### config.mk
export PLATFORM = sky130hd
export DESIGN_NAME = regfile_multiport_flat
export DESIGN_NICKNAME = d
export VERILOG_FILES = /design/src/rtl/regfile_pkg.sv /design/src/rtl/regfile_multiport_if.sv /design/src/rtl/regfile_clr_seq.sv /design/src/rtl/regfile_multiport.sv /design/src/flat_wrapper.sv
export SDC_FILE = /design/constraint.sdc
export NUM_CORES = 1
export LEC_CHECK = 0
export ABC_CLOCK_PERIOD_IN_PS = 1900
export CAP_MARGIN = 25
export CORE_MARGIN = 8
export CORE_UTILIZATION = 49
export CTS_CLUSTER_DIAMETER = 30
export DETAILED_ROUTE_END_ITERATION = 10
export MAX_ROUTING_LAYER = met4
export PLACE_DENSITY = 0.84
export SETUP_SLACK_MARGIN = 0.02
export SLEW_MARGIN = 25
export SYNTH_ARGS = -nofsm -noshare
export SYNTH_HDL_FRONTEND = slang
export SYNTH_SLANG_ARGS = --single-unit
export TNS_END_PERCENT = 50
### constraint.sdc
create_clock -name CLK -period 1.9 [get_ports CLK]
set_input_delay 0.38 -clock CLK [delete_from_list [all_inputs] [get_ports CLK]]
set_output_delay 0.38 -clock CLK [all_outputs]
set_load 0.005 [all_outputs]
### src/rtl/regfile_pkg.sv
// Shared constants and clear-engine state encoding for the multiport register file.
package regfile_pkg;

  localparam int DEF_WIDTH    = 8;
  localparam int DEF_DEPTH    = 4;
  localparam int DEF_NREAD    = 2;
  localparam int DEF_ZERO_REG = 0;
  localparam int DEF_BYPASS   = 1;

  typedef enum logic [1:0] {
    CLR_IDLE  = 2'd0,
    CLR_SWEEP = 2'd1,
    CLR_DONE  = 2'd2
  } clr_state_e;

  // Address width never collapses to zero, even for a 1-bit-addressable file.
  function automatic int addr_width(input int depth);
    return (depth > 1) ? $clog2(depth) : 1;
  endfunction

endpackage

### src/rtl/regfile_multiport_if.sv
// Register file access bus: read ports, single write port and clear handshake.
interface regfile_multiport_if
  import regfile_pkg::*;
#(
  parameter int WIDTH = DEF_WIDTH,
  parameter int NREAD = DEF_NREAD,
  parameter int AW    = addr_width(DEF_DEPTH)
);

  logic [NREAD-1:0][AW-1:0]    RA;
  logic [NREAD-1:0][WIDTH-1:0] RD;
  logic [AW-1:0]               WA;
  logic [WIDTH-1:0]            WD;
  logic                        WE3;
  logic                        clr_req;
  logic                        clr_busy;
  logic                        clr_done;

  modport master (
    output RA, WA, WD, WE3, clr_req,
    input  RD, clr_busy, clr_done
  );

  modport slave (
    input  RA, WA, WD, WE3, clr_req,
    output RD, clr_busy, clr_done
  );

endinterface

### src/rtl/regfile_clr_seq.sv
// Sequential clear engine: sweeps every entry to zero, one per cycle, then pulses done.
module regfile_clr_seq
  import regfile_pkg::*;
#(
  parameter int DEPTH = DEF_DEPTH,
  parameter int AW    = addr_width(DEF_DEPTH)
) (
  input  logic          CLK,
  input  logic          reset,
  input  logic          start,
  output logic          busy,
  output logic          done,
  output logic [AW-1:0] idx,
  output logic          clr_we
);

  localparam logic [AW-1:0] LAST = AW'(DEPTH - 1);

  clr_state_e    state, state_nx;
  logic [AW-1:0] cnt, cnt_nx;

  always_ff @(posedge CLK or negedge reset) begin
    if (!reset) begin
      state <= CLR_IDLE;
      cnt   <= '0;
    end else begin
      state <= state_nx;
      cnt   <= cnt_nx;
    end
  end

  always_comb begin
    state_nx = state;
    cnt_nx   = cnt;
    busy     = 1'b0;
    done     = 1'b0;
    clr_we   = 1'b0;
    idx      = cnt;
    case (state)
      CLR_IDLE: begin
        if (start) begin
          state_nx = CLR_SWEEP;
          cnt_nx   = '0;
        end
      end
      CLR_SWEEP: begin
        busy   = 1'b1;
        clr_we = 1'b1;
        if (cnt == LAST) state_nx = CLR_DONE;
        else             cnt_nx   = cnt + AW'(1);
      end
      CLR_DONE: begin
        busy     = 1'b1;
        done     = 1'b1;
        state_nx = CLR_IDLE;
      end
      default: state_nx = CLR_IDLE;
    endcase
  end

endmodule

### src/rtl/regfile_multiport.sv
// Multiport register file with optional write-through bypass, hardwired zero entry
// and a sequential clear engine.
module regfile_multiport
  import regfile_pkg::*;
#(
  parameter int WIDTH    = DEF_WIDTH,
  parameter int DEPTH    = DEF_DEPTH,
  parameter int NREAD    = DEF_NREAD,
  parameter int ZERO_REG = DEF_ZERO_REG,
  parameter int BYPASS   = DEF_BYPASS
) (
  input  logic                CLK,
  input  logic                reset,
  regfile_multiport_if.slave  bus
);

  localparam int            AW      = addr_width(DEPTH);
  localparam logic [AW:0]   DEPTH_C = (AW+1)'(DEPTH);

  logic [WIDTH-1:0]            mem [DEPTH];
  logic                        busy;
  logic                        done;
  logic                        clr_we;
  logic [AW-1:0]               clr_idx;
  logic                        wr_ok;
  logic [AW-1:0]               ra;
  logic [NREAD-1:0][WIDTH-1:0] rd;

  function automatic logic in_range(input logic [AW-1:0] a);
    return {1'b0, a} < DEPTH_C;
  endfunction

  regfile_clr_seq #(
    .DEPTH (DEPTH),
    .AW    (AW)
  ) u_clr_seq (
    .CLK    (CLK),
    .reset  (reset),
    .start  (bus.clr_req),
    .busy   (busy),
    .done   (done),
    .idx    (clr_idx),
    .clr_we (clr_we)
  );

  // Only accepted writes may be stored or forwarded; busy covers both SWEEP and DONE.
  always_comb begin
    wr_ok = bus.WE3 && !busy && in_range(bus.WA) &&
            !((ZERO_REG != 0) && (bus.WA == '0));
  end

  always_ff @(posedge CLK or negedge reset) begin
    if (!reset) begin
      for (int unsigned i = 0; i < DEPTH; i++) mem[i] <= '0;
    end else if (clr_we) begin
      mem[clr_idx] <= '0;
    end else if (wr_ok) begin
      mem[bus.WA] <= bus.WD;
    end
  end

  // Zero-entry masking is applied last so it overrides the bypass path too.
  always_comb begin
    ra = '0;
    rd = '0;
    for (int unsigned i = 0; i < NREAD; i++) begin
      ra = bus.RA[i];
      if (in_range(ra)) rd[i] = mem[ra];
      if ((BYPASS != 0) && wr_ok && (ra == bus.WA)) rd[i] = bus.WD;
      if ((ZERO_REG != 0) && (ra == '0)) rd[i] = '0;
    end
  end

  assign bus.RD       = rd;
  assign bus.clr_busy = busy;
  assign bus.clr_done = done;

endmodule

### src/flat_wrapper.sv
// flat-port wrapper written by rule: the top's interface ports become plain ports
module regfile_multiport_flat import regfile_pkg::*;
#(
  parameter int WIDTH    = DEF_WIDTH,
  parameter int DEPTH    = DEF_DEPTH,
  parameter int NREAD    = DEF_NREAD,
  parameter int ZERO_REG = DEF_ZERO_REG,
  parameter int BYPASS   = DEF_BYPASS
)
  (CLK, reset, bus_RA, bus_WA, bus_WD, bus_WE3, bus_clr_req, bus_RD, bus_clr_busy, bus_clr_done);
  regfile_multiport_if #(.WIDTH(WIDTH), .NREAD(NREAD), .AW(2)) bus_i ();
  input  logic CLK;
  input  logic reset;
  input wire logic [$bits(bus_i.RA)-1:0] bus_RA;
  input wire logic [$bits(bus_i.WA)-1:0] bus_WA;
  input wire logic [$bits(bus_i.WD)-1:0] bus_WD;
  input wire logic [$bits(bus_i.WE3)-1:0] bus_WE3;
  input wire logic [$bits(bus_i.clr_req)-1:0] bus_clr_req;
  output wire logic [$bits(bus_i.RD)-1:0] bus_RD;
  output wire logic [$bits(bus_i.clr_busy)-1:0] bus_clr_busy;
  output wire logic [$bits(bus_i.clr_done)-1:0] bus_clr_done;
  assign bus_i.RA = bus_RA;
  assign bus_i.WA = bus_WA;
  assign bus_i.WD = bus_WD;
  assign bus_i.WE3 = bus_WE3;
  assign bus_i.clr_req = bus_clr_req;
  assign bus_RD = bus_i.RD;
  assign bus_clr_busy = bus_i.clr_busy;
  assign bus_clr_done = bus_i.clr_done;
  regfile_multiport #(.WIDTH(WIDTH), .DEPTH(DEPTH), .NREAD(NREAD), .ZERO_REG(ZERO_REG), .BYPASS(BYPASS)) u_core (.CLK(CLK), .reset(reset), .bus(bus_i));
endmodule
==> results.sh, run 1 <==
export IMPL_clock_path_buffers=2
export IMPL_fin_worst_skew_ps=11.8
export IMPL_wl_um=6490
export IMPL_layout_nets=298
export IMPL_drv_slew=0
export IMPL_grt_max_degree=37
export IMPL_hold_viol=0
export IMPL_path_buf_inv=3
export IMPL_rsz0062_at_grt="yes"
export IMPL_drcViolationCount=0
export IMPL_synth_top_family_by_area="multiplexers"
export IMPL_ios=36
export IMPL_peakVddDrop_mv=0.714
export IMPL_final_cell_count_no_fill=327
export IMPL_gp_congestion=0.801
export IMPL_drtAntennaViolNets=0
export IMPL_clock_latency_ps=300
export IMPL_drt_met1_wl_um=2510
export IMPL_cp_cell_sequence="inv_2 > ha_4 > and2b_4 > nand3_4 > buf_6 > mux2_4 > buf_6"
export IMPL_synth_most_common_cell="dfrtp_1"
export IMPL_maxUsedRoutingLayer="met4"
export IMPL_routedWlPerCell_um=19.8
export IMPL_rows=25
export IMPL_end_kind="output pin"
export IMPL_synth_area_um2=2280
export IMPL_synth_compound_area_frac=0.0959
export IMPL_synth_xor_area_frac=0.0154
export IMPL_powerDensity_nw_per_um2=1330
export IMPL_slowest_delay_ps=400
export IMPL_finalPower_mw=4.42
export IMPL_timing_hold_ws_ps=488
export IMPL_cp_required_ps=1520
export IMPL_yosys_area_share_adder=0.0439
export IMPL_ys_seq_area_frac=0.395
export IMPL_avgSynthCellArea_um2=12.7
export IMPL_dp_cells=312
export IMPL_syn_nets=205
export IMPL_place_ws_ps=-787
export IMPL_async_reset_ff_frac=1.00
export IMPL_max_slew_worst_pin_slew_ps=467
export IMPL_drive_gt1_frac=0.487
export IMPL_ctsHtreeMaxLevel=2
export IMPL_start_util=0.496
export IMPL_synth_seq_cells=36
export IMPL_met3WireLength_um=393
export IMPL_synth_top_area_frac=0.395
export IMPL_yosysWarnings=0
export IMPL_cts_num_sinks=36
export IMPL_drtIter0Drc=121
export IMPL_tns_ps=-6640
export IMPL_coreArea_um2=4600
export IMPL_cp_arrival_ps=1970
export IMPL_grt_pass1_vias=2101
export IMPL_met2_length_um=3340
export IMPL_clkTransAtPathRegs_ps=80
export IMPL_final_area_um2=3310
export IMPL_max_freq_mhz=426
export IMPL_crit_top_cell="buf_6"
export IMPL_cts_root_buffer="clkbuf_8"
export IMPL_fin_crit_sh=1.24
export IMPL_overflow=0
export IMPL_grt_antenna_before_repair=0
export IMPL_cap_violations=0
export IMPL_synth_cell_types=27
export IMPL_numCtsBuffers=5
export IMPL_cp_slowest_cell="dfrtp_1"
export IMPL_muxShareOfSynthArea=0.312
export IMPL_yosys_top_cells_count="dfrtp_1 (36), nand2_1 (22), a22o_1 (18)"
export IMPL_dr_pass1_iters=4
export IMPL_via_per_inst=5.75
export IMPL_portBuffers=35
export IMPL_crit_family="simple AND/OR/NAND/NOR gates"
export IMPL_synth_largest_area_cell="dfrtp_1"
export IMPL_syn_inst=179
export IMPL_utilization=0.720
export IMPL_violations="negative setup slack"
export IMPL_chipWidth_um=84.2
export IMPL_grt_pass1_wl_um=10600
export IMPL_slew_headroom=0.688
export IMPL_placed_cell_area_um2=3070
export IMPL_num_vias=1881
export IMPL_dieHeight_um=84.2
export IMPL_min_path_type="input port to async pin"
export IMPL_period_minus_slack_ps=2350
export IMPL_area_growth_pct=45.1
export IMPL_synth_ff_type="dfrtp_1"
export IMPL_synthTopCellsByArea="dfrtp_1 (39%), mux4_2 (16%), mux2_2 (8.4%)"
export IMPL_status="finished, violations left"
export IMPL_grt_usage=0.192
export IMPL_setup_slack_ps=-448
export IMPL_yosys_area_share_simple=0.0954
export IMPL_critPathLaunchType="register"
export IMPL_diodes=0
export IMPL_worstPathMaxFanout=3
export IMPL_hpwl_um=4540
export IMPL_leakagePower_nw=1.63
export IMPL_path_class="register to output pin"
export IMPL_synth_edf_count=0
export IMPL_setup_violations=16
export IMPL_cts_tree="yes"
export IMPL_die_area_um2=7100
==> registers in the layout (all words and copies together), names as in the netlist <==
| name | flops |
|---|---|
| u_core.mem | 32 |
| u_core.u_clr_seq.idx | 2 |
| u_core.u_clr_seq.state | 2 |
==> routing by layer <==
layer / vias to the layer above / track usage
met2: 64 / 0.318
met1: 947 / 0.207
met5: - / -
met3: 22 / 0.0552
li1: 848 / -
met4: 0 / 0.0926
==> layout by cell type (no fill, tap or decap), types with 12 or more instances in the layout <==
| cell type | netlist | routed |
|---|---|---|
| mux2i_1 | 16 | 16 |
| dfrtp_1 | 36 | 36 |
| mux4_2 | 16 | 16 |
| nand2_1 | 22 | 22 |
| clkdlybuf4s50_1 | 0 | 15 |
| inv_1 | 14 | 12 |
| a22o_1 | 18 | 18 |
| buf_4 | 0 | 45 |
| buf_6 | 1 | 15 |
| mux2_2 | 17 | 16 |
==> final cells by class <==
type / count / area, um2
fill: 319 / 1290
sequential: 36 / 901
multi-input combinational: 121 / 1350
clock inverter: 3 / 18.8
tap: 54 / 67.6
inverter: 15 / 56.3
timing repair buffer: 93 / 847
clock buffer: 5 / 68.8
==> path summary, 6_finish.rpt <==
kind	startpoint	to	slack [ps]	cells past startpoint
max	u_core.u_clr_seq.state[0]	bus_RD[13]	-450	7
min	reset	u_core.mem[4]	490	2
max reg2reg	u_core.u_clr_seq.state[1]	u_core.mem[29]	10	9
min reg2reg	u_core.mem[7]	u_core.mem[7]	550	1
max in group asynchronous	reset	u_core.mem[18]	1080	2
min in group CLK	u_core.mem[7]	u_core.mem[7]	550	1
==> cells by family (layout without fill, tap and decap cells) <==
| kind of cell | count (synthesis) | in the layout |
|---|---|---|
| compound gates | 26 | 26 |
| xor+xnor | 4 | 4 |
| fa+ha+maj | 8 | 8 |
| buf+inv | 22 | 116 |
| flops | 36 | 36 |
| mux | 49 | 49 |
| simple gates | 34 | 34 |
==> worst reg2reg max path: cells and delay by family (launching register included) <==
kind | cells | cell delay (ps)
buf+inv | 6 | 760
mux | 1 | 210
simple gates | 1 | 240
fa+ha+maj | 1 | 210
flops | 1 | 380
==> power breakdown <==
group	switching (mW)	leakage [nW]	total (mW)	internal (mW)
Sequential	0.282	0.479	1.38	1.09
Combinational	1.02	1.10	2.50	1.48
Clock	0.287	0.0479	0.543	0.255
==> repair_timing <==
item | CTS | global route
buffers inserted | 3 | 2
hold buffers | 0 | 0
endpoints found under the setup margin | 26 | 26
resized for setup | 83 | 13
cloned | 2 | 0
pin swaps | 2 | 2
(Power assumes the default switching activity.)
==> run 2, diff against run 1 <==
Settings changed: ABC_CLOCK_PERIOD_IN_PS 1900 to 2700, CORE_UTILIZATION 49 to 54, PLACE_DENSITY 0.84 to 0.87.
Clock period 1.9 ns to 2.7 ns, I/O delays scaled along.
==> run 2 against run 1 <==
The flow now finishes without violations. Clock skew fell by 6.7 ps. Utilization rose by 4.2 points. Critical path type unchanged. Clock power fell by 24%. Critical endpoint is now bus_RD[1]. Register-to-register slack improved by 630 ps.
==> results.sh, run 2 (synthesis results as in run 1) <==
export IMPL_status="finished clean"
export IMPL_clockPowerShare=0.143
export IMPL_chipWidth_um=81.0
export IMPL_r2r_slack_ps=640
export IMPL_grt_pass1_wl_um=10200
export IMPL_grt_pass1_vias=1991
export IMPL_final_cell_count_no_fill=298
export IMPL_place_ws_ps=-281
export IMPL_timing_hold_ws_ps=529
export IMPL_p_int_mw=1.79
export IMPL_r2r_cells=6
export IMPL_worstPathMaxFanout=3
export IMPL_area_growth_pct=34.5
export IMPL_powerDensity_nw_per_um2=937
export IMPL_combinationalPowerShare=0.517
export IMPL_r2r_end="u_core.mem[10]"
export IMPL_clock_path_buffers=2
export IMPL_reg2reg_from="u_core.u_clr_seq.state[0]"
export IMPL_cp_slowest_cell="dfrtp_1"
export IMPL_peakVddDrop_mv=0.701
export IMPL_final_common_cell="dfrtp_1"
export IMPL_pwr_share_seq=0.340
export IMPL_cts_num_sinks=36
export IMPL_fin_crit_sh=0.988
export IMPL_drive_gt1_frac=0.379
export IMPL_coreArea_um2=4030
export IMPL_setup_worst_path_start="u_core.u_clr_seq.state[0]"
export IMPL_max_slew_worst_pin_slew_ps=652
export IMPL_drtIter0Drc=182
export IMPL_worstSetupEndpoint="bus_RD[1]"
export IMPL_cp_required_ps=2160
export IMPL_layout_nets=273
export IMPL_cp_cell_sequence="inv_2 > ha_4 > and2b_2 > nand3_2 > buf_4 > mux2_2 > dlygate4sd2_1"
export IMPL_min_path_type="register to register"
export IMPL_grt_usage=0.214
export IMPL_diodes=0
export IMPL_routedWlPerCell_um=22.2
export IMPL_layout_common_cells="dfrtp_1 (36), buf_4 (26), nand2_1 (22)"
export IMPL_largest_reg_flops=32
export IMPL_grt_max_degree=37
export IMPL_use_met2=0.350
export IMPL_setup_violations=0
export IMPL_cp_arrival_ps=2130
export IMPL_rows=23
export IMPL_switching_power_mw=1.09
export IMPL_globalRouteMet3Util=0.0464
export IMPL_fin_worst_skew_ps=5.11
export IMPL_leakagePower_nw=1.50
export IMPL_grt_busiest_layer="met2"
export IMPL_numCtsBuffers=5
export IMPL_regMostFlops="u_core.mem"
export IMPL_overflow=0
export IMPL_die_area_um2=6560
export IMPL_max_freq_mhz=375
export IMPL_path_class="register to output pin"
export IMPL_clkTransAtPathRegs_ps=70
export IMPL_via_per_inst=6.29
export IMPL_ctsHtreeMaxLevel=2
export IMPL_cts_root_buffer="clkbuf_8"
export IMPL_switching_share=0.378
export IMPL_fill_cells=251
export IMPL_cts_hold_fix_buffers=0
export IMPL_gp_congestion=0.884
export IMPL_dp_cells=277
export IMPL_start_util=0.566
export IMPL_setup_slack_ps=32.9
export IMPL_end_kind="output pin"
export IMPL_slowest_delay_ps=370
export IMPL_rsz0062_at_grt="yes"
export IMPL_drtAntennaViolNets=0
export IMPL_grt_util_met1=0.249
export IMPL_ios=36
export IMPL_portBuffers=35
export IMPL_drcViolationCount=0
export IMPL_hold_depth=1
export IMPL_wl_um=6630
export IMPL_clock_latency_ps=300
export IMPL_period_minus_slack_ps=2670
export IMPL_critPathLaunchType="register"
export IMPL_grt_antenna_before_repair=0
export IMPL_dieHeight_um=81.0
export IMPL_num_vias=1875
export IMPL_cts_tree="yes"
export IMPL_hold_viol=0
export IMPL_drv_slew=0
export IMPL_dr_pass1_iters=5
export IMPL_cap_violations=0
export IMPL_hpwl_um=4380
export IMPL_utilization=0.762
export IMPL_slew_headroom=0.565
==> run 2: repair_timing <==
| action | 4_1_cts | 5_1_grt |
|---|---|---|
| resized for setup | 28 | 16 |
| pin swaps | 0 | 1 |
| setup buffers | 12 | 1 |
| setup endpoints to repair | 16 | 16 |
==> run 2: area by class of cell <==
class | count | area, um2 | area share
tap | 50 | 62.6 | 0.0204
multi-input combinational | 121 | 1340 | 0.435
timing repair buffer | 68 | 622 | 0.203
clock inverter | 2 | 10.0 | 0.00326
sequential | 36 | 901 | 0.294
clock buffer | 6 | 82.6 | 0.0269
inverter | 15 | 56.3 | 0.0183
==> run 2: worst max-delay path, delay by kind of cell, from the launching register on <==
family                     cells  cell delay, ps
buffers and inverters          3             480
DFF                            1             370
and+or+nand+nor                2             370
muxes                          1             330
adders and majority gates      1             270
==> run 2: worst min-delay path by stage <==
stage | start | to | slack (ps)
after floorplan | reset | u_core.mem[0] | 240
after global placement | u_core.mem[21] | u_core.mem[21] | 490
after global routing | u_core.mem[3] | u_core.mem[3] | 550
final | u_core.mem[0] | u_core.mem[0] | 530
after detailed placement | u_core.mem[21] | u_core.mem[21] | 500
after CTS | u_core.mem[0] | u_core.mem[0] | 530
==> run 2: power groups by stage <==
stage                     Combinational [mW]  Clock, mW  Sequential (mW)
final                                   1.49      0.411            0.977
after global routing                    1.61      0.433            0.997
after CTS                               1.44      0.403            0.956
after detailed placement                1.45          0            0.963
after global placement                  1.38          0            0.941
after floorplan                        0.902          0            0.897
==> run 2: per-layer routing <==
layer | part of all wire | vias up | routed length, um
met5 | 0 | - | 0
met4 | 0.030 | 0 | 197
met3 | 0.067 | 24 | 443
met2 | 0.50 | 112 | 3330
met1 | 0.40 | 936 | 2660
li1 | - | 803 | -
==> run 2: metrics by stage <==
| step | power (mW) | area [um2] | setup TNS, ps |
|---|---|---|---|
| finish | 2.87 | 3070 | 0 |
| global route | 3.04 | 3070 | -49.5 |
| CTS | 2.80 | 3020 | 0 |
| detailed placement | 2.42 | 2830 | -4050 |
| global placement | 2.32 | 2830 | -3820 |
| floorplan | 1.80 | 2280 | 0 |
